**config.mk**
```make
export PLATFORM = sky130hd
export DESIGN_NAME = rtan_sweep_ctrl_flat
export DESIGN_NICKNAME = d
export VERILOG_FILES = /design/src/rtl/rtan_sweep_ctrl_if.sv /design/src/rtl/rtan_sweep_ctrl.sv /design/src/flat_wrapper.sv
export SDC_FILE = /design/constraint.sdc
export NUM_CORES = 1
export LEC_CHECK = 0
export CAP_MARGIN = 15
export CORE_ASPECT_RATIO = 0.8
export CORE_UTILIZATION = 60
export CTS_BUF_LIST = sky130_fd_sc_hd__clkbuf_16
export CTS_CLUSTER_SIZE = 10
export DETAILED_ROUTE_END_ITERATION = 7
export PLACE_DENSITY = 0.82
export SLEW_MARGIN = 20
export SYNTH_ARGS = -nofsm -noshare
export SYNTH_HDL_FRONTEND = slang
export SYNTH_SLANG_ARGS = --single-unit
```
**constraint.sdc**
```tcl
create_clock -name clock -period 11.95 [get_ports clock]
set_input_delay 2.39 -clock clock [delete_from_list [all_inputs] [get_ports clock]]
set_output_delay 2.39 -clock clock [all_outputs]
set_load 0.01 [all_outputs]
```
**src/rtl/rtan_sweep_ctrl_if.sv**
```systemverilog
// Result stream of the r*tan sweep: valid/ready handshake carrying angle index and value.
interface rtan_sweep_ctrl_if #(
  parameter int OUT_W = 11
);
  logic             out_valid;
  logic             out_ready;
  logic [2:0]       out_idx;
  logic [OUT_W-1:0] out_rtan;

  modport master (
    output out_valid,
    output out_idx,
    output out_rtan,
    input  out_ready
  );

  modport slave (
    input  out_valid,
    input  out_idx,
    input  out_rtan,
    output out_ready
  );
endinterface

```
**src/rtl/rtan_sweep_ctrl.sv**
```systemverilog
// Time-shared r*tan(k*15 deg) sequencer: one multiply per angle, results streamed in index order.
// Build option RTAN_ABS_OUT_EN: emit min(|res|,255) as an 8-bit magnitude instead of signed res.
module rtan_sweep_ctrl #(
  parameter int R_W      = 9,
  parameter int OUT_W    = 11,
  parameter int N_ANG    = 6,
  parameter int TAN_FRAC = 8
) (
  input  logic                  clock,
  input  logic                  reset_n,
  input  logic                  start,
  input  logic                  abort,
  input  logic signed [R_W-1:0] r,
  output logic                  busy,
  output logic                  done,
  rtan_sweep_ctrl_if.master     out_if
);

  localparam int TAN_W  = 10;
  localparam int PROD_W = R_W + TAN_W + 1;
  localparam int SUM_W  = PROD_W + 1;

  localparam logic [2:0]              LAST_IDX = 3'(N_ANG - 1);
  localparam logic signed [SUM_W-1:0] ROUND    = SUM_W'(2**(TAN_FRAC-1));

  typedef enum logic [1:0] {
    S_IDLE,
    S_MUL,
    S_OUT,
    S_DONE
  } state_t;

  state_t state, state_nxt;

  logic signed [R_W-1:0]    r_q;
  logic [2:0]               idx_q;
  logic [OUT_W-1:0]         res_q;

  logic                     load;
  logic                     mul_en;
  logic                     step;
  logic                     valid;

  logic [TAN_W-1:0]         tan_k;
  logic signed [PROD_W-1:0] prod;
  logic signed [SUM_W-1:0]  rounded;
  logic signed [SUM_W-1:0]  scaled;
  logic [OUT_W-1:0]         res_nxt;

  // tan(k*15 deg) in unsigned Q.8
  always_comb begin
    tan_k = '0;
    case (idx_q)
      3'd0:    tan_k = 10'd0;
      3'd1:    tan_k = 10'd69;
      3'd2:    tan_k = 10'd148;
      3'd3:    tan_k = 10'd256;
      3'd4:    tan_k = 10'd443;
      3'd5:    tan_k = 10'd955;
      default: tan_k = '0;
    endcase
  end

`ifdef RTAN_ABS_OUT_EN
  logic [SUM_W-1:0] mag;

  always_comb begin
    prod    = PROD_W'(r_q) * $signed(PROD_W'(tan_k));
    rounded = SUM_W'(prod) + ROUND;
    scaled  = rounded >>> TAN_FRAC;
    mag     = scaled[SUM_W-1] ? SUM_W'(-scaled) : SUM_W'(scaled);
    res_nxt = (mag > SUM_W'(255)) ? OUT_W'(255) : OUT_W'(mag[7:0]);
  end
`else
  localparam logic signed [SUM_W-1:0] SAT_HI = SUM_W'(2**(OUT_W-1) - 1);
  localparam logic signed [SUM_W-1:0] SAT_LO = SUM_W'(-(2**(OUT_W-1)));

  always_comb begin
    prod    = PROD_W'(r_q) * $signed(PROD_W'(tan_k));
    rounded = SUM_W'(prod) + ROUND;
    scaled  = rounded >>> TAN_FRAC;
    if (scaled > SAT_HI) begin
      res_nxt = SAT_HI[OUT_W-1:0];
    end else if (scaled < SAT_LO) begin
      res_nxt = SAT_LO[OUT_W-1:0];
    end else begin
      res_nxt = scaled[OUT_W-1:0];
    end
  end
`endif

  always_ff @(posedge clock or negedge reset_n) begin
    if (!reset_n) begin
      state <= S_IDLE;
    end else begin
      state <= state_nxt;
    end
  end

  // abort outranks the OUT handshake, so a cancelled result is never counted as taken
  always_comb begin
    state_nxt = state;
    load      = 1'b0;
    mul_en    = 1'b0;
    step      = 1'b0;
    valid     = 1'b0;
    busy      = 1'b0;
    done      = 1'b0;
    case (state)
      S_IDLE: begin
        if (start) begin
          load      = 1'b1;
          state_nxt = S_MUL;
        end
      end
      S_MUL: begin
        busy = 1'b1;
        if (abort) begin
          state_nxt = S_IDLE;
        end else begin
          mul_en    = 1'b1;
          state_nxt = S_OUT;
        end
      end
      S_OUT: begin
        busy  = 1'b1;
        valid = 1'b1;
        if (abort) begin
          state_nxt = S_IDLE;
        end else if (out_if.out_ready) begin
          if (idx_q == LAST_IDX) begin
            state_nxt = S_DONE;
          end else begin
            step      = 1'b1;
            state_nxt = S_MUL;
          end
        end
      end
      S_DONE: begin
        done      = 1'b1;
        state_nxt = S_IDLE;
      end
      default: state_nxt = S_IDLE;
    endcase
  end

  always_ff @(posedge clock or negedge reset_n) begin
    if (!reset_n) begin
      r_q   <= '0;
      idx_q <= '0;
      res_q <= '0;
    end else begin
      if (load) begin
        r_q   <= r;
        idx_q <= '0;
      end
      if (mul_en) begin
        res_q <= res_nxt;
      end
      if (step) begin
        idx_q <= idx_q + 3'd1;
      end
    end
  end

  assign out_if.out_valid = valid;
  assign out_if.out_idx   = idx_q;
  assign out_if.out_rtan  = res_q;

endmodule
```
**src/flat_wrapper.sv**
```systemverilog
// flat-port wrapper written by rule: the top's interface ports become plain ports
module rtan_sweep_ctrl_flat 
#(
  parameter int R_W      = 9,
  parameter int OUT_W    = 11,
  parameter int N_ANG    = 6,
  parameter int TAN_FRAC = 8
)
  (clock, reset_n, start, abort, r, busy, done, out_if_out_valid, out_if_out_idx, out_if_out_rtan, out_if_out_ready);
  rtan_sweep_ctrl_if #(.OUT_W(OUT_W)) out_if_i ();
  input  logic clock;
  input  logic reset_n;
  input  logic start;
  input  logic abort;
  input  logic signed [R_W-1:0] r;
  output logic busy;
  output logic done;
  output wire logic [$bits(out_if_i.out_valid)-1:0] out_if_out_valid;
  output wire logic [$bits(out_if_i.out_idx)-1:0] out_if_out_idx;
  output wire logic [$bits(out_if_i.out_rtan)-1:0] out_if_out_rtan;
  input wire logic [$bits(out_if_i.out_ready)-1:0] out_if_out_ready;
  assign out_if_out_valid = out_if_i.out_valid;
  assign out_if_out_idx = out_if_i.out_idx;
  assign out_if_out_rtan = out_if_i.out_rtan;
  assign out_if_i.out_ready = out_if_out_ready;
  rtan_sweep_ctrl #(.R_W(R_W), .OUT_W(OUT_W), .N_ANG(N_ANG), .TAN_FRAC(TAN_FRAC)) u_core (.clock(clock), .reset_n(reset_n), .start(start), .abort(abort), .r(r), .busy(busy), .done(done), .out_if(out_if_i));
endmodule
```
==> results of run 1 <==
-- power by group --
group,total [mW],internal [mW],switching (mW)
clock,0.0748,0.0451,0.0297
combinational,0.658,0.303,0.355
sequential,0.177,0.126,0.0508
-- through the flow --
step / instances / cell area, µm² / total power, mW
detailed placement: 531 / 4420 / 0.832
CTS: 535 / 4500 / 0.915
finish: 535 / 4500 / 0.909
global placement: 531 / 4430 / 0.804
global route: 535 / 4500 / 1.01
floorplan: 423 / 4040 / 0.651
-- placed cells by master (no fill, tap or decap), drive strengths merged, types with 3 or more instances in the layout --
cell type	Yosys	layout
inv	71	71
ha	62	62
fa	57	57
nand2	38	38
clkdlybuf4s50	0	29
nor2	26	26
dfrtp	25	25
nor2b	14	14
and2	14	14
o21ai	13	13
a21oi	12	12
nand3	11	11
a211oi	11	11
mux2	10	10
and3	7	7
xnor2	7	7
a21o	6	6
xor2	5	5
nor3	4	4
nand2b	3	3
clkbuf	6	3
o211ai	3	3
-- sequential cells by signal, indices dropped and copies added, names as in the netlist --
signal	cells
u_core.r_q	9
u_core.out_if.out_rtan	11
u_core.state	2
u_core.out_if.out_idx	3
-- cell families after synthesis --
| group | count (synthesis) |
|---|---|
| AND/OR/NAND/NOR | 125 |
| adder cells (fa/ha/maj) | 119 |
| buffers and inverters | 77 |
| AO/OA/AOI/OAI | 55 |
| flip-flops | 25 |
| XOR/XNOR | 12 |
| multiplexers | 10 |
-- worst paths after layout --
path | to | depth (start not counted) | startpoint | slack [ns]
max | u_core.out_if.out_rtan[4]$_DFFE_PN0P_ | 23 | u_core.out_if.out_idx[1]$_DFFE_PN0P_ | 4.75
min | u_core.out_if.out_rtan[10]$_DFFE_PN0P_ | 2 | u_core.out_if.out_rtan[10]$_DFFE_PN0P_ | 0.54
max reg2reg | u_core.out_if.out_rtan[4]$_DFFE_PN0P_ | 23 | u_core.out_if.out_idx[1]$_DFFE_PN0P_ | 4.75
min reg2reg | u_core.out_if.out_rtan[10]$_DFFE_PN0P_ | 2 | u_core.out_if.out_rtan[10]$_DFFE_PN0P_ | 0.54
max in group asynchronous | u_core.r_q[7]$_DFFE_PN0P_ | 1 | reset_n | 9.44
min in group asynchronous | u_core.out_if.out_rtan[8]$_DFFE_PN0P_ | 1 | reset_n | 2.13
-- cell type report --
type                    count  share of cell area
clock buffers               3              0.0167
clock inverters             1             0.00111
multi-input cells         321               0.695
repair buffers             30              0.0656
inverters                  71              0.0592
flip-flops and latches     25               0.139
well taps                  84              0.0234
-- metal layers --
layer | vias up | share of wire | track usage
li1 | 1433 | - | -
met1 | 1468 | 0.44 | 0.354
met2 | 115 | 0.48 | 0.447
met3 | 10 | 0.068 | 0.0509
met4 | 0 | 0.010 | 0.0547
met5 | - | 0 | 0
-- worst max-delay path, stage by stage (launching register included) --
cell and delay, ns:
dfrtp_1 0.43, inv_1 0.10, ha_1 0.44, nor2_1 0.07
nor2_1 0.45, and2_1 0.26, inv_1 0.10, fa_1 0.51
fa_1 0.55, inv_1 0.05, fa_1 0.50, fa_1 0.56
inv_1 0.05, fa_1 0.50, inv_1 0.05, ha_1 0.32
nand2_1 0.09, or4_4 0.54, and3_1 0.22, o31a_1 0.32
o21a_1 0.24, a21o_1 0.20, nor3_4 0.38, a211oi_1 0.09
==> results.txt, run 1 <==
The flow ran to the end, and the final reports show no timing, DRC or antenna violations. In the post-synthesis netlist, the cell with the most instances is inv_1. The run gives 0 as the leftover overflow at the end of global routing. The logs give 0 for the count of hold buffers inserted by post-cts repair and 0.155 for the share of synthesized area occupied by flip-flops and latches. In the post-synthesis netlist, the biggest area contributors are fa_1 (28%), ha_1 (19%), dfrtp_1 (15%), inv_1 (6.6%), nand2_1 (3.5%). The starting density of the core is 0.628, and the number of filler cells placed in the layout is 497. By count the netlist is led by inv_1 (71), ha_1 (62), fa_1 (57), nand2_1 (38), nor2_1 (26). The count of nets left with antenna violations after detail routing came out at 0. The height of the die was 75.4 µm; the number of remaining DRC errors was 0. The tools report the worst-case vdd ir drop as 0.131 mV. The run gives 4040 µm² as the post-synthesis cell area. The number of standard cells after synthesis is 423. The tools report the kind of start point of the critical path as a register. The number of buffers on the longest clock path is 2, and the per-cell via count in the routed design is 5.66. In this run, CTS created clock tree buffers numbering 3.

OpenSTA, run right after detailed placement, puts the worst setup slack at 4.78 ns. The tools report the largest net degree at the start of global routing as 26. The simple-gate share of the synthesized area was 0.156.

The multiplexer area fraction after synthesis came out at 0.0279. Averaged over all synthesized cells, the footprint is 9.56 µm². The share of synthesized cell area in full adder, half adder and majority cells was 0.474. The tree built by TritonCTS fans out to 25 sinks. The routed design has 8310 µm of wire. Once detailed placement completed, the half-perimeter wirelength came to 7210 µm. The worst slew slack as a fraction of its limit was 0.369; the final-layout worst hold slack was 0.540 ns.

The required time reported for the critical path endpoint was 12.05 ns; the multi-input gate area in the final layout was 3130 µm². The xor and xnor fraction of the mapped netlist area is 0.0260, and the buffers inserted during post-CTS setup optimization is 0. In the synthesized netlist the dominant register cell turns out to be dfrtp_1. For the worst-skew pair, the clock arrives at the later sink with an insertion delay of 0.26 ns. The tools report the full die area as 7070 µm². The leakage power figure is 2.33 nW. In the final layout, flip-flops and latches occupy 626 µm². The compound-gate portion of the synthesized area works out to 0.0894. The final setup violation count was 0; the total of max-cap violations was 0. The cell sitting at the root of the clock tree is a clkbuf_16. The tools report the core footprint as 6440 µm². The H-tree depth reported by CTS came out at 1. The worst path arrival time is 7.30 ns. 0 antenna diodes ended up in the layout. Routability-driven placement finished with a final weighted congestion of 0.920. Dominant combinational cell family by area after synthesis: adder cells.

In this run the core area contains 26 standard-cell rows. Type of the worst setup path: register to register. In this run, distinct cell masters in the synthesized netlist total 37. For the pin with the worst max-slew slack, the measured transition is 0.945 ns.

The number of port buffers is 30. The biggest area contributor in the post-synthesis netlist is fa_1. The die is 93.8 µm wide.

Yosys mapped a number of flops with a built-in enable equal to 0. The ratio of cells with drive above 1 in the final layout is 0.0466. The clock period could shrink to 7.20 ns. In this run, post-CTS repair resized a total of 0 instances. The fraction of synthesis flops using an asynchronous set or reset pin works out to 1.00. The min-delay analysis places its worst path in the category register to register.

Setup repair after global routing left no endpoint under its margin. The synthesized design contains 25 register bits. The run gives 0 as the number of antenna violations at the first check in global routing. The final route contains 3,026 vias.

Clock-pin slew was measured on the worst setup and hold paths at 0.06 ns. For the number of nets in the synthesized netlist, the log shows 556. From synthesis to final layout, the design area changed by 11.3%. The tools report the DRC marker count from the first detailed-route iteration as 111.

TritonCTS built the clock tree. Total routing resource utilization after global routing: 0.262. The power per unit of standard cell area came out at 202 nW/µm².

The number of warnings printed during yosys synthesis is 0. For the top-level I/O count, the log shows 31. The first TritonRoute pass finished after 4 iterations.

The final worst-path cycle share was 0.603. STA classifies the critical path endpoint as a register. Final-report hold violation count: 0. The final worst-path setup slack came out at 4.75 ns. In the final design database the tool counted 585 nets. The setup skew after layout was 0.00414 ns; the number of global-route vias before repair was 2,981. The largest driver fanout on the critical path was 16; the fmax was 139 MHz. The final core area utilization is 0.699, and the number of max-slew violations in the final report is 0. After detailed routing, the average wire length per cell comes to 15.5 µm. The first global-routing pass estimated 14,100 µm of wire. The top cell type's share of synthesized area is 0.282. For the total negative setup slack, the log shows 0 ns.
(Power assumes the default switching activity.)
==> run 2, diff against run 1 <==
--- a/config.mk
+++ b/config.mk
@@ -7,11 +7,11 @@
 export LEC_CHECK = 0
 export CAP_MARGIN = 15
 export CORE_ASPECT_RATIO = 0.8
-export CORE_UTILIZATION = 60
+export CORE_UTILIZATION = 55
 export CTS_BUF_LIST = sky130_fd_sc_hd__clkbuf_16
 export CTS_CLUSTER_SIZE = 10
 export DETAILED_ROUTE_END_ITERATION = 7
-export PLACE_DENSITY = 0.82
+export PLACE_DENSITY = 0.79
 export SLEW_MARGIN = 20
 export SYNTH_ARGS = -nofsm -noshare
 export SYNTH_HDL_FRONTEND = slang
==> constraint.sdc (replaced) <==
create_clock -name clock -period 6.5 [get_ports clock]
set_input_delay 1.3 -clock clock [delete_from_list [all_inputs] [get_ports clock]]
set_output_delay 1.3 -clock clock [all_outputs]
set_load 0.01 [all_outputs]
==> run 2 against run 1 <==
Against the previous run: sequential cell count unchanged; cell count is 4.7% higher; utilization shrank 0.38 points; critical path depth is 1 lower; total power rose by 100%.
==> results.txt, run 2 (synthesized netlist as in run 1, its figures left out) <==
The flow ran to the end, and the final reports show no timing, DRC or antenna violations. The worst-case vdd ir drop was 0.269 mV; the count of nets left with antenna violations after detail routing was 0. For this run, design rule violations remaining after detail routing come to 0.

The number of clock buffers added by TritonCTS is 3. The tools report the number of global-route vias before repair as 3,277. Counting instances, the worst hold path has a depth of 2. The total routing resource utilization after global routing came out at 0.246. The critical path in this run is classified as register to register.

The core footprint is 6990 µm², and the leftover overflow at the end of global routing is 0. The tool flagged a number of max-cap violations equal to 0. In this run the critical register-to-register path is launched from u_core.out_if.out_idx[0]$_DFFE_PN0P_.

The delay contributed by the slowest stage of the critical path was 0.57 ns; the insertion delay of the later-clocked pin in the worst-skew pair was 0.26 ns. The clock-pin transition on the worst setup and hold timing paths was 0.07 ns. From bottom edge to top edge, the die measures 78.7 µm.

The total negative setup slack came out at 0 ns. Setup slack on the worst flop-to-flop path: 0.18 ns. The number of buffers on the longest clock path is 2. The HPWL after detailed placement is 7360 µm. The run gives 7700 µm² as the full die area. Dividing the detail-routed via count by the number of cells gives 5.54. Including well taps, the total number of placed cells is 547. The run gives 0 as the final-report hold violation count.

Counting cells, the worst reg-to-reg path comes to 22. For the worst setup path, the data arrival time is 6.48 ns. For this design the static power due to leakage is 2.48 nW.

The topmost layer with routed signal wires is met4. Setup violations remaining at the end of the flow were counted as 0. The floorplan die width was 97.9 µm. Leaving out fill and tap cells, the most frequent cells in the layout are inv_1 (67), ha_1 (58), fa_1 (55). The final worst-path cycle share works out to 0.973. Starting density of the core: 0.578. The largest individual stage delay along the critical path comes from the cell fa_1.

Detailed routing placed a total of 4210 µm of wire on met2. Data on the critical path is required at its endpoint by 6.65 ns. The layout overhead on the synthesized area was 20.2%. The largest net degree at the start of global routing is 26. 0 antenna diodes ended up in the layout. The capturing instance or port of the critical path is u_core.out_if.out_rtan[7]$_DFFE_PN0P_. The worst setup path is launched from a register.

The tools report the worst slew slack as a fraction of its limit as 0.608. TritonCTS built the clock tree. Most frequent standard cell in the layout excluding fill and tap cells: inv_1. For this design the ratio of total power to cell area is 380 nW/µm². The number of filler cells placed in the layout was 525. The detailed router put a total of 4170 µm of wire on met1.

The cell sitting at the root of the clock tree is a clkbuf_16. Actual transition at the worst max-transition pin: 0.588 ns. Count of hold buffers inserted by post-cts repair: 0.

The clock period could shrink to 6.32 ns. The worst min-delay path class is register to register. Along the worst path, the maximum fanout reaches 10. After the first detailed-routing iteration, the DRC count stood at 151. The number of antenna violations at the first check in global routing is 0. The via count of the routed design is 3,102. The finished layout holds 560 standard cells, fillers aside. The logs give 31 for the top-level I/O count and 1 for the H-tree depth reported by CTS. Routability-driven placement finished with a final weighted congestion of 0.976. The signal on the critical path passes through buf_4 > ha_4 > buf_4 > nor2b_2 > and2_1 > fa_1 > fa_1 > fa_1 > fa_1 > inv_1 > fa_1 > inv_1 > ha_4 > nand2_1 > or4_4 > and3_4 > o31a_1 > o21a_4 > nor3_4 > nor3_4 > buf_12 > a211oi_1. The cell type with the highest occurrence count on the critical path was fa_1. The pre-antenna-repair detailed-routing pass consisted of 4 iterations. The register with the most flip-flops in the layout has 11 of them.

The tools report the number of max-slew violations in the final report as 0. Derived from the worst setup path, the maximum achievable clock frequency is 158 MHz. The total number of clock tree sinks is 25, and the routed wire length on met3 is 494 µm. The setup skew after layout came out at 0.0105 ns. In the final layout, flip-flops and latches occupy 626 µm². For the total length of routed wires, the log shows 9030 µm. The ratio of cells with drive above 1 in the final layout was 0.159. STA classifies the critical path endpoint as a register.

The final layout contains 607 nets. The design draws 1.85 mW. First element of the critical path: u_core.out_if.out_idx[0]$_DFFE_PN0P_. The detail-routed net length per standard cell is 16.1 µm.

Row generation in the floorplan step produced 27 rows. Summing all multi-input logic gate instances after layout gives 3300 µm². The number of port buffers is 30, and the global-route wire length before repair is 15,000 µm. The tools report the reg-to-reg endpoint as u_core.out_if.out_rtan[7]$_DFFE_PN0P_.
## run 2: metrics by stage
stage / hold WS [ns] / instance area [µm²] / setup slack, ns / utilization
CTS: 0.540 / 4640 / 0.0134 / 0.663
floorplan: 0.513 / 4040 / 0.0264 / -
finish: 0.554 / 4860 / 0.175 / 0.695
global placement: 0.546 / 4530 / 0.0392 / 0.647
detailed placement: 0.521 / 4520 / -0.0928 / 0.647
global route: 0.585 / 4860 / -0.0796 / 0.695
## run 2: layer usage
metal | track usage | vias up
met1 | 0.321 | 1482
li1 | - | 1480
met4 | 0.0470 | 0
met2 | 0.433 | 121
met5 | 0 | -
met3 | 0.0419 | 19
## run 2: worst min path at each step
stage	startpoint	end	slack, ns
global placement	u_core.out_if.out_rtan[10]$_DFFE_PN0P_	u_core.out_if.out_rtan[10]$_DFFE_PN0P_	0.55
floorplan	u_core.out_if.out_rtan[10]$_DFFE_PN0P_	u_core.out_if.out_rtan[10]$_DFFE_PN0P_	0.51
CTS	u_core.out_if.out_rtan[10]$_DFFE_PN0P_	u_core.out_if.out_rtan[10]$_DFFE_PN0P_	0.54
detailed placement	u_core.out_if.out_rtan[10]$_DFFE_PN0P_	u_core.out_if.out_rtan[10]$_DFFE_PN0P_	0.52
global route	u_core.out_if.out_rtan[9]$_DFFE_PN0P_	u_core.out_if.out_rtan[9]$_DFFE_PN0P_	0.58
finish	u_core.out_if.out_rtan[10]$_DFFE_PN0P_	u_core.out_if.out_rtan[10]$_DFFE_PN0P_	0.55
## run 2: power breakdown
part           total, mW  internal (mW)  switching (mW)
Clock              0.139         0.0830          0.0558
Sequential         0.331          0.231          0.0995
Combinational       1.38          0.649           0.729
Total               1.85          0.963           0.884
## run 2: critical path, delay by kind of cell (launching register included)
family	cells	cell delay (ns)
AO/OA/AOI/OAI	3	0.74
adder cells (fa/ha/maj)	7	3.00
buffers and inverters	5	0.56
flip-flops	1	0.41
AND/OR/NAND/NOR	7	1.47
## run 2: timing repair
item	4_1_cts	5_1_grt
pin swaps	1	14
endpoints found under the setup margin	10	10
cloned	0	1
resized for setup	5	37
setup buffers	1	7
## run 2: cell type report
type / count / share of cell area
multi-input combinational: 321 / 0.679
sequential: 25 / 0.129
timing repair buffer: 52 / 0.0989
inverter: 71 / 0.0548
tap: 87 / 0.0224
clock buffer: 3 / 0.0154
clock inverter: 1 / 0.00103
==> run 3, diff against run 2 <==
--- a/config.mk
+++ b/config.mk
@@ -7,11 +7,12 @@
 export LEC_CHECK = 0
 export CAP_MARGIN = 15
 export CORE_ASPECT_RATIO = 0.8
-export CORE_UTILIZATION = 55
+export CORE_UTILIZATION = 60
 export CTS_BUF_LIST = sky130_fd_sc_hd__clkbuf_16
 export CTS_CLUSTER_SIZE = 10
 export DETAILED_ROUTE_END_ITERATION = 7
-export PLACE_DENSITY = 0.79
+export PLACE_DENSITY = 0.82
+export RECOVER_POWER = 25
 export SLEW_MARGIN = 20
 export SYNTH_ARGS = -nofsm -noshare
 export SYNTH_HDL_FRONTEND = slang
==> constraint.sdc (replaced) <==
create_clock -name clock -period 6 [get_ports clock]
set_input_delay 1.2 -clock clock [delete_from_list [all_inputs] [get_ports clock]]
set_output_delay 1.2 -clock clock [all_outputs]
set_load 0.01 [all_outputs]
==> run 3 against run 2 <==
Against the previous run: the run now ends with setup timing left; worst hold slack lost 0.019 ns; global-route usage is 4.3 points higher; sequential power increased by 8.2%; cell count increased by 3.4%; worst setup slack worse by 0.36 ns; non-clock buffer count increased by 22; total power rose by 16%; critical endpoint is now u_core.out_if.out_rtan[8]$_DFFE_PN0P_; first-iteration DRC count increased by 1.3%; largest power group unchanged; combinational power rose by 18%.
==> results.txt, run 3 (synthesized netlist as in run 1, its figures left out) <==
The run finished, with violations left. The final reports fail on setup timing. Setup total negative slack on the finished layout was measured at -1.69 ns. The tools report the starting density of the core as 0.628. Clock tree synthesis selected as its root buffer the cell clkbuf_16. The run gives 0 as the number of remaining DRC errors.

The final HPWL from detailed placement is 7680 µm, and the count of nets after finishing is 629. After detailed routing, the wire length on met1 is 3880 µm. Number of inserted diodes: 0.

The run gives 752 µm as the routed wire length on met3. After detailed routing, no signal wire sits above met4. The tools report the final setup violation count as 10. The tools report the total design power as 2.14 mW. The first TritonRoute pass finished after 5 iterations.

The logs give 406 for the number of filler cells placed in the layout and 3,302 for the via count of the routed design. The worst slew slack as a fraction of its limit is 0.0636. The cell family with the largest share of critical-path delay was adder cells. The capturing instance or port of the critical path is u_core.out_if.out_rtan[8]$_DFFE_PN0P_. The critical path starts at u_core.out_if.out_idx[0]$_DFFE_PN0P_.

The most numerous cell type found on the critical path is fa_1. The number of global-route vias before repair is 3,372, and the actual transition at the worst max-transition pin is 1.40 ns. In the detailed route, the total length drawn on met2 is 4920 µm. The height of the die works out to 75.4 µm. The total routing resource utilization after global routing is 0.289, and the global-route wire length before repair is 15,400 µm. The worst register-to-register path has a depth of 24. In the final routed layout, each cell accounts on average for 16.9 µm.

Number of placement rows: 26. Across all register-to-register paths, the minimum setup slack is -0.18 ns. The later pin in the worst-skew pair is clocked with a latency of 0.26 ns. The die covers 7070 µm². IR analysis of the VDD net gives a maximum drop of 0.269 mV. TritonCTS built the clock tree. The floorplan die width is 93.8 µm. After routing the design area is 5040 µm². The tree built by TritonCTS fans out to 25 sinks.

The number of port buffers is 30, and the fmax is 162 MHz. The library cell used most frequently in the layout, excluding fill and tap cells, is inv_1. The endpoint identified for the worst register-to-register timing path is u_core.out_if.out_rtan[8]$_DFFE_PN0P_.

Prior to clock tree synthesis, the placed netlist has a worst setup slack of -0.283 ns. In this run the power density over the cells is 425 nW/µm². For the worst setup path, the data required time is 6.12 ns.

The number of gates on the worst path with buffers counted was 24. After clock tree synthesis, the clock-pin slew on the worst setup and hold paths is 0.07 ns. Setup repair after global routing could not meet its margin everywhere.

Per-cell via count in the routed design: 5.70. The run gives -0.183 ns as the final worst-path setup slack. The run gives 0.783 as the final core area utilization. The count of nets left with antenna violations after detail routing came out at 0.

In this run the critical register-to-register path is launched from u_core.out_if.out_idx[0]$_DFFE_PN0P_. The critical path goes through inv_2 > buf_4 > ha_1 > nand2_2 > nand2_4 > and2_4 > fa_1 > fa_1 > fa_1 > fa_1 > inv_1 > fa_1 > inv_2 > ha_4 > nand2_2 > or4_4 > and3_4 > o31a_1 > buf_4 > o211ai_1 > o221ai_2 > nor3_4 > buf_4 > a211oi_1. The logs give 0 for the leftover overflow at the end of global routing and 2 for the number of buffers on the longest clock path. The global placement routability congestion is 0.905, and the largest driver fanout on the critical path is 6. The number of clock buffers added by TritonCTS is 3. Number of max-slew violations in the final report: 0. For the H-tree depth reported by CTS, the log shows 1.

The worst min-delay path class was register to register. The total of max-cap violations was 0; the worst path arrival time was 6.30 ns. The core footprint is 6440 µm², and the multi-input gate area in the final layout is 3320 µm².

The DRC marker count from the first detailed-route iteration came out at 153. In this run the static leakage power is 2.57 nW. The final worst-path cycle share is 1.03. The total length of routed wires is 9780 µm, and the area of placed instances is 4760 µm². The type of the worst setup path is register to register. The ratio of cells with drive above 1 in the final layout was 0.214; the register area was 629 µm². Leaving out fill and tap cells, the most frequent cells in the layout are inv_1 (65), ha_1 (57), fa_1 (55). The register with the most flip-flops in the layout has 11 of them.

Together, buffers and inverters on the worst path number 6. 31 I/O pins were placed. The final-report hold violation count is 0, and the largest net degree at the start of global routing is 26. In this design, the stage delay of the slowest critical-path cell is 0.54 ns. On the final layout, the worst clock skew is 0.00197 ns.

Layout overhead on the synthesized area: 24.7%. The worst setup path is captured at a register. The number of antenna violations at the first check in global routing is 0.

The kind of start point of the critical path is a register. The worst path in the final design needs a cycle of 6.18 ns, including I/O delays and setup. The largest individual stage delay along the critical path comes from the cell fa_1.
==> run 3: cell count changes in the layout (fill, tap and decap cells not counted), sizes merged <==
cell | before | now
clkbuf | 3 | 4
buf | 22 | 43
==> run 3: layout make-up <==
class                   count  area share
clock buffers               3      0.0149
clock inverters             1    0.000993
inverters                  71      0.0539
multi-input cells         321       0.658
flip-flops and latches     25       0.125
well taps                  84      0.0208
repair buffers             74       0.126
==> run 3: worst min path at each step <==
stage	slack, ns	cells past startpoint	endpoint	start
after global placement	0.53	2	u_core.out_if.out_rtan[10]$_DFFE_PN0P_	u_core.out_if.out_rtan[10]$_DFFE_PN0P_
after global routing	0.56	2	u_core.out_if.out_rtan[10]$_DFFE_PN0P_	u_core.out_if.out_rtan[10]$_DFFE_PN0P_
after CTS	0.54	2	u_core.out_if.out_rtan[10]$_DFFE_PN0P_	u_core.out_if.out_rtan[10]$_DFFE_PN0P_
after floorplan	0.51	2	u_core.out_if.out_rtan[10]$_DFFE_PN0P_	u_core.out_if.out_rtan[10]$_DFFE_PN0P_
final	0.54	2	u_core.out_if.out_rtan[10]$_DFFE_PN0P_	u_core.out_if.out_rtan[10]$_DFFE_PN0P_
after detailed placement	0.52	2	u_core.out_if.out_rtan[10]$_DFFE_PN0P_	u_core.out_if.out_rtan[10]$_DFFE_PN0P_
==> run 3: timing repair <==
action	CTS	global route
resized for setup	8	25
endpoints found under the setup margin	10	10
pin swaps	1	6
buffers inserted	2	7
hold buffers	0	0
cloned	0	2
==> run 3: metrics by stage <==
step           instances  hold WS [ns]
2_1_floorplan        423         0.513
3_3_place_gp         564         0.526
3_5_place_dp         564         0.517
4_1_cts              570         0.536
5_1_grt              579         0.556
6_report             579         0.536
==> run 3: worst reg2reg max path: stages (launching register included) <==
cell and delay, ns:
dfrtp_2 0.42, inv_2 0.07, buf_4 0.14, ha_1 0.21, nand2_2 0.13, nand2_4 0.10
and2_4 0.18, fa_1 0.54, fa_1 0.45, fa_1 0.51, fa_1 0.51, inv_1 0.05
fa_1 0.49, inv_2 0.05, ha_4 0.27, nand2_2 0.05, or4_4 0.53, and3_4 0.18
o31a_1 0.25, buf_4 0.14, o211ai_1 0.23, o221ai_2 0.15, nor3_4 0.18, buf_4 0.18
a211oi_1 0.05
==> run 3: power breakdown <==
part	switching [mW]	internal [mW]
Combinational	0.831	0.804
Sequential	0.107	0.251
Clock	0.0605	0.0899
Total	0.998	1.14
==> run 3: routing by layer <==
| metal | global-route usage | vias up |
|---|---|---|
| li1 | - | 1523 |
| met1 | 0.358 | 1600 |
| met2 | 0.517 | 149 |
| met3 | 0.0629 | 30 |
| met4 | 0.0906 | 0 |
| met5 | 0 | - |
